File: config.mk
export PLATFORM = sky130hd
export DESIGN_NAME = cache_line_fill
export DESIGN_NICKNAME = d
export VERILOG_FILES = /design/src/rtl/cache_line_fill.sv
export SDC_FILE = /design/constraint.sdc
export NUM_CORES = 1
export LEC_CHECK = 0
export CAP_MARGIN = 0
export CORE_MARGIN = 4
export CORE_UTILIZATION = 30
export CTS_CLUSTER_DIAMETER = 50
export CTS_CLUSTER_SIZE = 12
export DETAILED_ROUTE_END_ITERATION = 16
export PLACE_DENSITY = 0.65
export SLEW_MARGIN = 20
export SYNTH_ARGS = -nofsm -noshare
export SYNTH_HDL_FRONTEND = slang
export SYNTH_SLANG_ARGS = --single-unit
File: constraint.sdc
create_clock -name clk -period 5.55 [get_ports clk]
set_input_delay 1.11 -clock clk [delete_from_list [all_inputs] [get_ports clk]]
set_output_delay 1.11 -clock clk [all_outputs]
set_load 0.1 [all_outputs]
File: src/rtl/cache_line_fill.sv
// Miss-refill engine: fetches one 8-beat line critical-word-first with wrap,
// forwards the critical word, then writes data plus {tag, valid} into the victim way.
module cache_line_fill #(
    parameter int unsigned ADDR_W     = 32,
    parameter int unsigned DATA_W     = 32,
    parameter int unsigned TAG_W      = 18,
    parameter int unsigned INDEX_W    = 7,
    parameter int unsigned LINE_BEATS = 8
) (
    input  logic                         clk,
    input  logic                         reset,
    input  logic                         iMissValid,
    output logic                         oMissReady,
    input  logic [ADDR_W-1:0]            iMissAddr,
    input  logic [1:0]                   iVictimWay,
    output logic                         oMemReq,
    input  logic                         iMemGnt,
    output logic [ADDR_W-1:0]            oMemAddr,
    input  logic                         iMemDataValid,
    input  logic [DATA_W-1:0]            iMemData,
    input  logic                         iMemErr,
    output logic                         oCritValid,
    output logic [DATA_W-1:0]            oCritData,
    output logic                         oLineWr,
    output logic [1:0]                   oLineWay,
    output logic [INDEX_W-1:0]           oLineIndex,
    output logic [TAG_W:0]               oLineTag,
    output logic [LINE_BEATS*DATA_W-1:0] oLineData,
    output logic                         oFillDone,
    output logic                         oFillErr
);

    localparam int unsigned CNT_W  = $clog2(LINE_BEATS);
    localparam int unsigned IDX_LO = CNT_W + 2;
    localparam int unsigned TAG_LO = IDX_LO + INDEX_W;

    typedef enum logic [1:0] {IDLE, REQ, DATA, WRITE} state_t;

    state_t                   state, nextState;
    logic [ADDR_W-1:2]        missAddr;
    logic [1:0]               way;
    logic [CNT_W-1:0]         cnt;
    logic [CNT_W-1:0]         crit;
    logic [CNT_W-1:0]         slot;
    logic [DATA_W-1:0]        lineBuf [LINE_BEATS];
    logic [LINE_BEATS*DATA_W-1:0] lineFlat;
    logic                     critQ;
    logic                     errQ;
    logic                     holdOff;
    logic [DATA_W-1:0]        critData;
    logic                     beat;
    logic                     accept;
    logic                     unusedResv;

    assign unusedResv = ^iMissAddr[1:0];

    assign crit   = missAddr[IDX_LO-1:2];
    assign slot   = crit + cnt;
    assign beat   = (state == DATA) && iMemDataValid;
    // holdOff keeps ready low during reset and for the cycle carrying oFillErr
    assign oMissReady = (state == IDLE) && !holdOff;
    assign accept = iMissValid && oMissReady;

    always_comb begin
        nextState = state;
        case (state)
            IDLE:  if (accept) nextState = REQ;
            REQ:   if (iMemGnt) nextState = DATA;
            DATA: begin
                if (beat) begin
                    if (iMemErr)    nextState = IDLE;
                    else if (&cnt)  nextState = WRITE;
                end
            end
            WRITE: nextState = IDLE;
            default: nextState = IDLE;
        endcase
    end

    always_ff @(posedge clk) begin
        if (reset) begin
            state    <= IDLE;
            missAddr <= '0;
            way      <= '0;
            cnt      <= '0;
            critQ    <= 1'b0;
            errQ     <= 1'b0;
            holdOff  <= 1'b1;
            critData <= '0;
        end else begin
            state   <= nextState;
            critQ   <= beat && !iMemErr && (cnt == '0);
            errQ    <= beat && iMemErr;
            holdOff <= beat && iMemErr;
            if (accept) begin
                missAddr <= iMissAddr[ADDR_W-1:2];
                way      <= iVictimWay;
                cnt      <= '0;
            end
            if (beat && !iMemErr) begin
                cnt <= cnt + 1'b1;
                if (cnt == '0) critData <= iMemData;
            end
        end
    end

    // Line buffer is deliberately not reset; every slot is rewritten by a good fill.
    always_ff @(posedge clk) begin
        if (beat && !iMemErr) lineBuf[slot] <= iMemData;
    end

    always_comb begin
        lineFlat = '0;
        for (int unsigned w = 0; w < LINE_BEATS; w++)
            lineFlat[w*DATA_W +: DATA_W] = lineBuf[w];
    end

    assign oMemReq    = (state == REQ);
    assign oMemAddr   = oMemReq ? {missAddr, 2'b00} : '0;
    assign oCritValid = critQ;
    assign oCritData  = critData;
    assign oFillErr   = errQ;
    assign oLineWr    = (state == WRITE);
    assign oFillDone  = oLineWr;
    assign oLineWay   = oLineWr ? way : '0;
    assign oLineIndex = oLineWr ? missAddr[IDX_LO +: INDEX_W] : '0;
    assign oLineTag   = oLineWr ? {missAddr[TAG_LO +: TAG_W], 1'b1} : '0;
    assign oLineData  = oLineWr ? lineFlat : '0;

endmodule

# After elaboration in Yosys (flattened, before gate mapping)
# Memories as Yosys holds them, arrays and structs flattened.
# Cells that the tools add are included.
# word_totals
ff_bits,72
n_memories,1
wordCells,47
mem_bits_ro,0
ram_bits,256
in_bits,72
latchBits,0
out_inout_bits,354
# op_classes
muxes,15
addsub,2
n_lt_le_gt_ge,0
div_mod_pow,0
bitwise_logic,0
n_reduce_logical,14
n_mul,0
shifts,0
n_eq_ne,7
# memory_table
memory,depth,width,rd,rd_clocked_by_memory_dff,wr,line,source
lineBuf,8,32,8,0,1,45,logic [DATA_W-1:0] lineBuf [LINE_BEATS];
# ops
op,n
256-bit two-way mux,1
32-bit two-way mux,1
19-bit two-way mux,1
2-bit two-way mux,6
2-bit one-hot mux with 4 select lines,1
7-bit two-way mux,1
1-bit logical AND,6
3-bit two-way mux,2
2-bit equality test (second input constant),2
2-bit != test (second input constant),2
4-bit AND reduction,1
3-bit by 1-bit adder with 3-bit output (second input constant),1
3-bit adder,1
3-bit logical NOT,1
3-bit by 2-bit != test with 1-bit output (second input constant),1
3-bit AND reduction,1
2-bit by 1-bit equality test with 1-bit output (second input constant),1
1-bit logical NOT,2
2-bit logical NOT,1
1-bit two-way mux,2
2-bit by 1-bit != test with 1-bit output (second input constant),1
2-bit AND reduction,1
2-bit nonzero test,1

# Longest topological paths before layout
# depth
depth_word,5
mapped_depth,6
ltp_nobuf,6

# Worst setup path after synthesis
# No wires, ideal clock.
# synth_path
path_kind,input-to-reg
from,input port iMemErr
to,memory lineBuf[2][0] (enable)
path_buffers,1
t_arrival_ns,4.512
setup_slack_ns,0.537
stages,3
setup_ns,0.501
t_required_ns,5.049
path_cell_list,nand4bb_1 > clkbuf_1 > nor4_1
# synth_via
elab_chain_cells,4
# synth_rtl
item,line,source
from (decl),21,"input logic iMemErr,"
1-bit logical NOT,109,if (beat && !iMemErr) lineBuf[slot] <= iMemData;
1-bit logical AND,109,
1-bit two-way mux,109,
1-bit two-way mux (implied by the code),109,
to (decl),45,
# No other way between the ends.

# Final worst setup path
# layout_path
from,register state[1]
to,output port oLineData[243]
# layout_via
elab_chain_cells,2
# layout_rtl
item,line,source
from (decl),39,"state_t state, nextState;"
from (signal assigned),91,state <= nextState;
2-bit equality test,123,assign oLineWr = (state == WRITE);
256-bit two-way mux,128,assign oLineData = oLineWr ? lineFlat : '0;
to (decl),28,"output logic [LINE_BEATS*DATA_W-1:0] oLineData,"
# No other way between the ends.

==> results.py <==
metrics = {
    "outcome": {
        "status": "finished, final reports clean",
    },
    "finish": {
        "fin_nets": 1447,
        "final_layout_size_suffix_gt1_frac": 0.09415,
        "areaGrowthSynthToFinish_pct": 47.02,
        "n_antenna_cell": 0,
        "instances_no_fill": 1987,
    },
    "placed_design": {
        "post-place-cells": 1910,
        "io_buffers": 421,
        "gp_congestion": 0.7844,
        "hpwl_um": 26510,
    },
    "routing": {
        "postRouteWirelength_um": 40980,
        "vias": 9177,
        "drtIter0Drc": 524,
        "route.detailed.drc": 0,
        "ant_nets": 0,
        "vias_per_cell": 4.619,
        "dr.pass1.iters": 5,
        "wire_per_inst_um": 20.63,
    },
    "cts": {
        "tritoncts": "built",
        "clk_pin_slew_ns": 0.05,
        "clock_path_buffers": 3,
        "post_cts_buffers": 0,
        "clockRootBuffer": "clkbuf_16",
        "cts-buffers-inserted": 43,
        "clk_latency_ns": 0.55,
        "cts.sinks": 328,
        "cts_hold_buf": 0,
        "h-tree-depth": 2,
        "cts_resized": 0,
    },
    "floorplanning": {
        "pin_count": 426,
        "die_h_um": 216.2,
        "die_w_um": 216.2,
        "die-area_um2": 46730,
        "start_util": 0.3025,
        "rows": 76,
        "fp.coreArea_um2": 42980,
    },
    "synth": {
        "netlist_area_um2": 13000,
        "synth_ff_type": "edfxtp_1",
        "synth_largest_area_cell": "edfxtp_1",
        "synth.most_common_cell": "and3_1",
        "synth_area_leaders": "edfxtp_1, and3_1, dfxtp_1, nand2b_1, mux2i_1",
        "synth_top_area_share": 0.5913,
        "synth-edff-count": 256,
        "synth_top_cells_by_count": "and3_1, edfxtp_1, clkbuf_1",
        "syn_inst": 979,
        "async_reset_ff_frac": 0,
        "yosysSeqAreaShare": 0.7021,
        "ys_types": 30,
        "yosys_warnings": 0,
        "ys_seq_elements": 328,
        "syn_area_per_cell_um2": 13.28,
    },
    "setup_path": {
        "r2r_slack_ns": 2.52,
        "endpoint": "oLineData[243]",
        "path_cells": "buf_12 -> and3_1 -> clkdlybuf4s50_1",
        "r2r_start": "missAddr[2]$_SDFFE_PP0P_",
        "crit_required_ns": 4.44,
        "endpoint_kind": "primary output",
        "cp_data_arrival_time_ns": 3.34,
        "crit_slowest_cell": "clkdlybuf4s50_1",
        "reg2regPathDepth": 6,
        "cp_max_fo": 111,
        "timing.rr.end": "lineBuf[7][15]$_DFFE_PP_",
        "worstSetupPathType": "flip-flop to primary output",
        "max_stage_delay_ns": 1.18,
        "worstSetupStartpointType": "flip-flop",
        "cp-startpoint": "state[1]$_SDFFE_PP0P_",
    },
    "power_and_ir_drop": {
        "p_leak_nw": 7.433,
        "total_power_mw": 5.775,
        "power_density_nw_per_um2": 302.1,
        "vdd_ir_drop_max_v": 0.0002445,
    },
    "sta": {
        "finalSetupTns_ns": 0,
        "max_freq_mhz": 224.8,
        "maxSlewViolCount": 0,
        "fin_skew_ns": 0.02033,
        "finalSetupViolations": 0,
        "max_slew_margin": 0.2802,
        "worst_pin_slew_ns": 1.076,
        "rsz0062_at_grt": "false",
        "hold_viol": 0,
        "period_minus_slack_ns": 4.449,
        "min_period_over_period": 0.8016,
    },
    "global_route": {
        "overflow": 0,
        "grt_pass1_vias": 9384,
        "antenna_found_initial": 2,
        "grt_pass1_wl_um": 60980,
        "grt_max_degree": 112,
        "grt.total_usage": 0.1699,
    },
    "worst_hold_path": {
        "hold_path.class": "flip-flop to flip-flop",
    },
    "run": {
        "cap_violations": 0,
    },
}
==> through the flow <==
step / instance area, µm² / util / hold WS (ns) / setup WS (ns)
finish: 19110 / 0.4447 / 0.4511 / 1.101
global route: 19110 / 0.4447 / 0.4739 / 0.9268
CTS: 19110 / 0.4446 / 0.4532 / 1.059
detailed placement: 17670 / 0.4112 / 0.4458 / 1.665
global placement: 17670 / 0.4112 / 0.4381 / 1.715
floorplan: 13010 / - / 0.4317 / 0.5366
==> worst max-delay path: cells and delay by family (launching register included) <==
kind	cells	cell delay (ns)
simple gates	1	0.22
buf+inv	2	1.56
flops	1	0.88
==> layer usage <==
| metal | GRT usage | vias up | wire length [µm] |
|---|---|---|---|
| li1 | - | 4312 | - |
| met2 | 0.2714 | 358 | 18880 |
| met1 | 0.2150 | 4441 | 17020 |
| met5 | 0 | - | 0 |
| met3 | 0.06127 | 66 | 3869 |
| met4 | 0.05825 | 0 | 1205 |
==> cell type report <==
cell class,instances,area [µm²]
Fill cell,3962,23870
Sequential cell,328,9136
Timing Repair Buffer,439,4319
Multi-Input combinational cell,553,3473
Clock buffer,56,1187
Tap cell,585,732.0
Clock inverter,21,247.7
Inverter,5,18.77
==> placed cells by master, fill, tap and decap left out, types with 2 or more instances in the layout <==
cell type	Yosys	layout
a21oi_1	35	35
and2_1	31	31
and3_1	285	283
and3_2	0	2
buf_12	0	4
buf_4	5	46
bufinv_16	0	4
clkbuf_1	77	9
clkbuf_16	0	45
clkbuf_8	0	2
clkdlybuf4s50_1	0	389
clkinv_2	0	5
clkinvlp_4	0	4
conb_1	1	2
dfxtp_1	72	70
dfxtp_4	0	2
edfxtp_1	256	256
ha_1	4	4
inv_1	5	5
inv_6	0	3
inv_8	0	3
mux2i_1	32	32
nand2_1	69	69
nand2b_1	65	65
nand3_1	5	5
nor2_1	6	4
nor2_4	0	2
nor2b_1	3	2
nor3_2	0	2
nor4_2	0	2
xnor2_1	2	2
==> how the worst min path moves through the flow <==
stage | startpoint | endpoint | slack (ns) | cells past startpoint
floorplan | missAddr[30]$_SDFFE_PP0P_ | missAddr[30]$_SDFFE_PP0P_ | 0.43 | 2
global placement | missAddr[30]$_SDFFE_PP0P_ | missAddr[30]$_SDFFE_PP0P_ | 0.44 | 2
detailed placement | missAddr[30]$_SDFFE_PP0P_ | missAddr[30]$_SDFFE_PP0P_ | 0.45 | 2
CTS | missAddr[30]$_SDFFE_PP0P_ | missAddr[30]$_SDFFE_PP0P_ | 0.45 | 2
global route | missAddr[31]$_SDFFE_PP0P_ | missAddr[31]$_SDFFE_PP0P_ | 0.47 | 2
finish | missAddr[31]$_SDFFE_PP0P_ | missAddr[31]$_SDFFE_PP0P_ | 0.45 | 2
==> logic make-up after synthesis <==
group | after synthesis | synth area share
other cells | 1 | 0.0002884
flops | 328 | 0.7021
buf+inv | 99 | 0.03503
simple gates | 474 | 0.2158
fa+ha+maj | 5 | 0.005389
mux | 32 | 0.02464
compound gates | 37 | 0.01472
xor+xnor | 3 | 0.002021
==> report_power, final <==
group | switching (mW) | internal, mW | leakage [nW]
Combinational | 0.224 | 0.0977 | 3.85
Sequential | 0.0244 | 2.66 | 2.89
Clock | 1.06 | 1.71 | 0.694
Total | 1.31 | 4.47 | 7.43
==> sequential cells by signal (all words and copies together) (netlist names) <==
name,flops
cnt,3
holdOff,1
lineBuf,256
missAddr,30
oCritData,32
oCritValid,1
oFillErr,1
state,2
way,2
No activity file was read; power rests on OpenSTA's default activity.
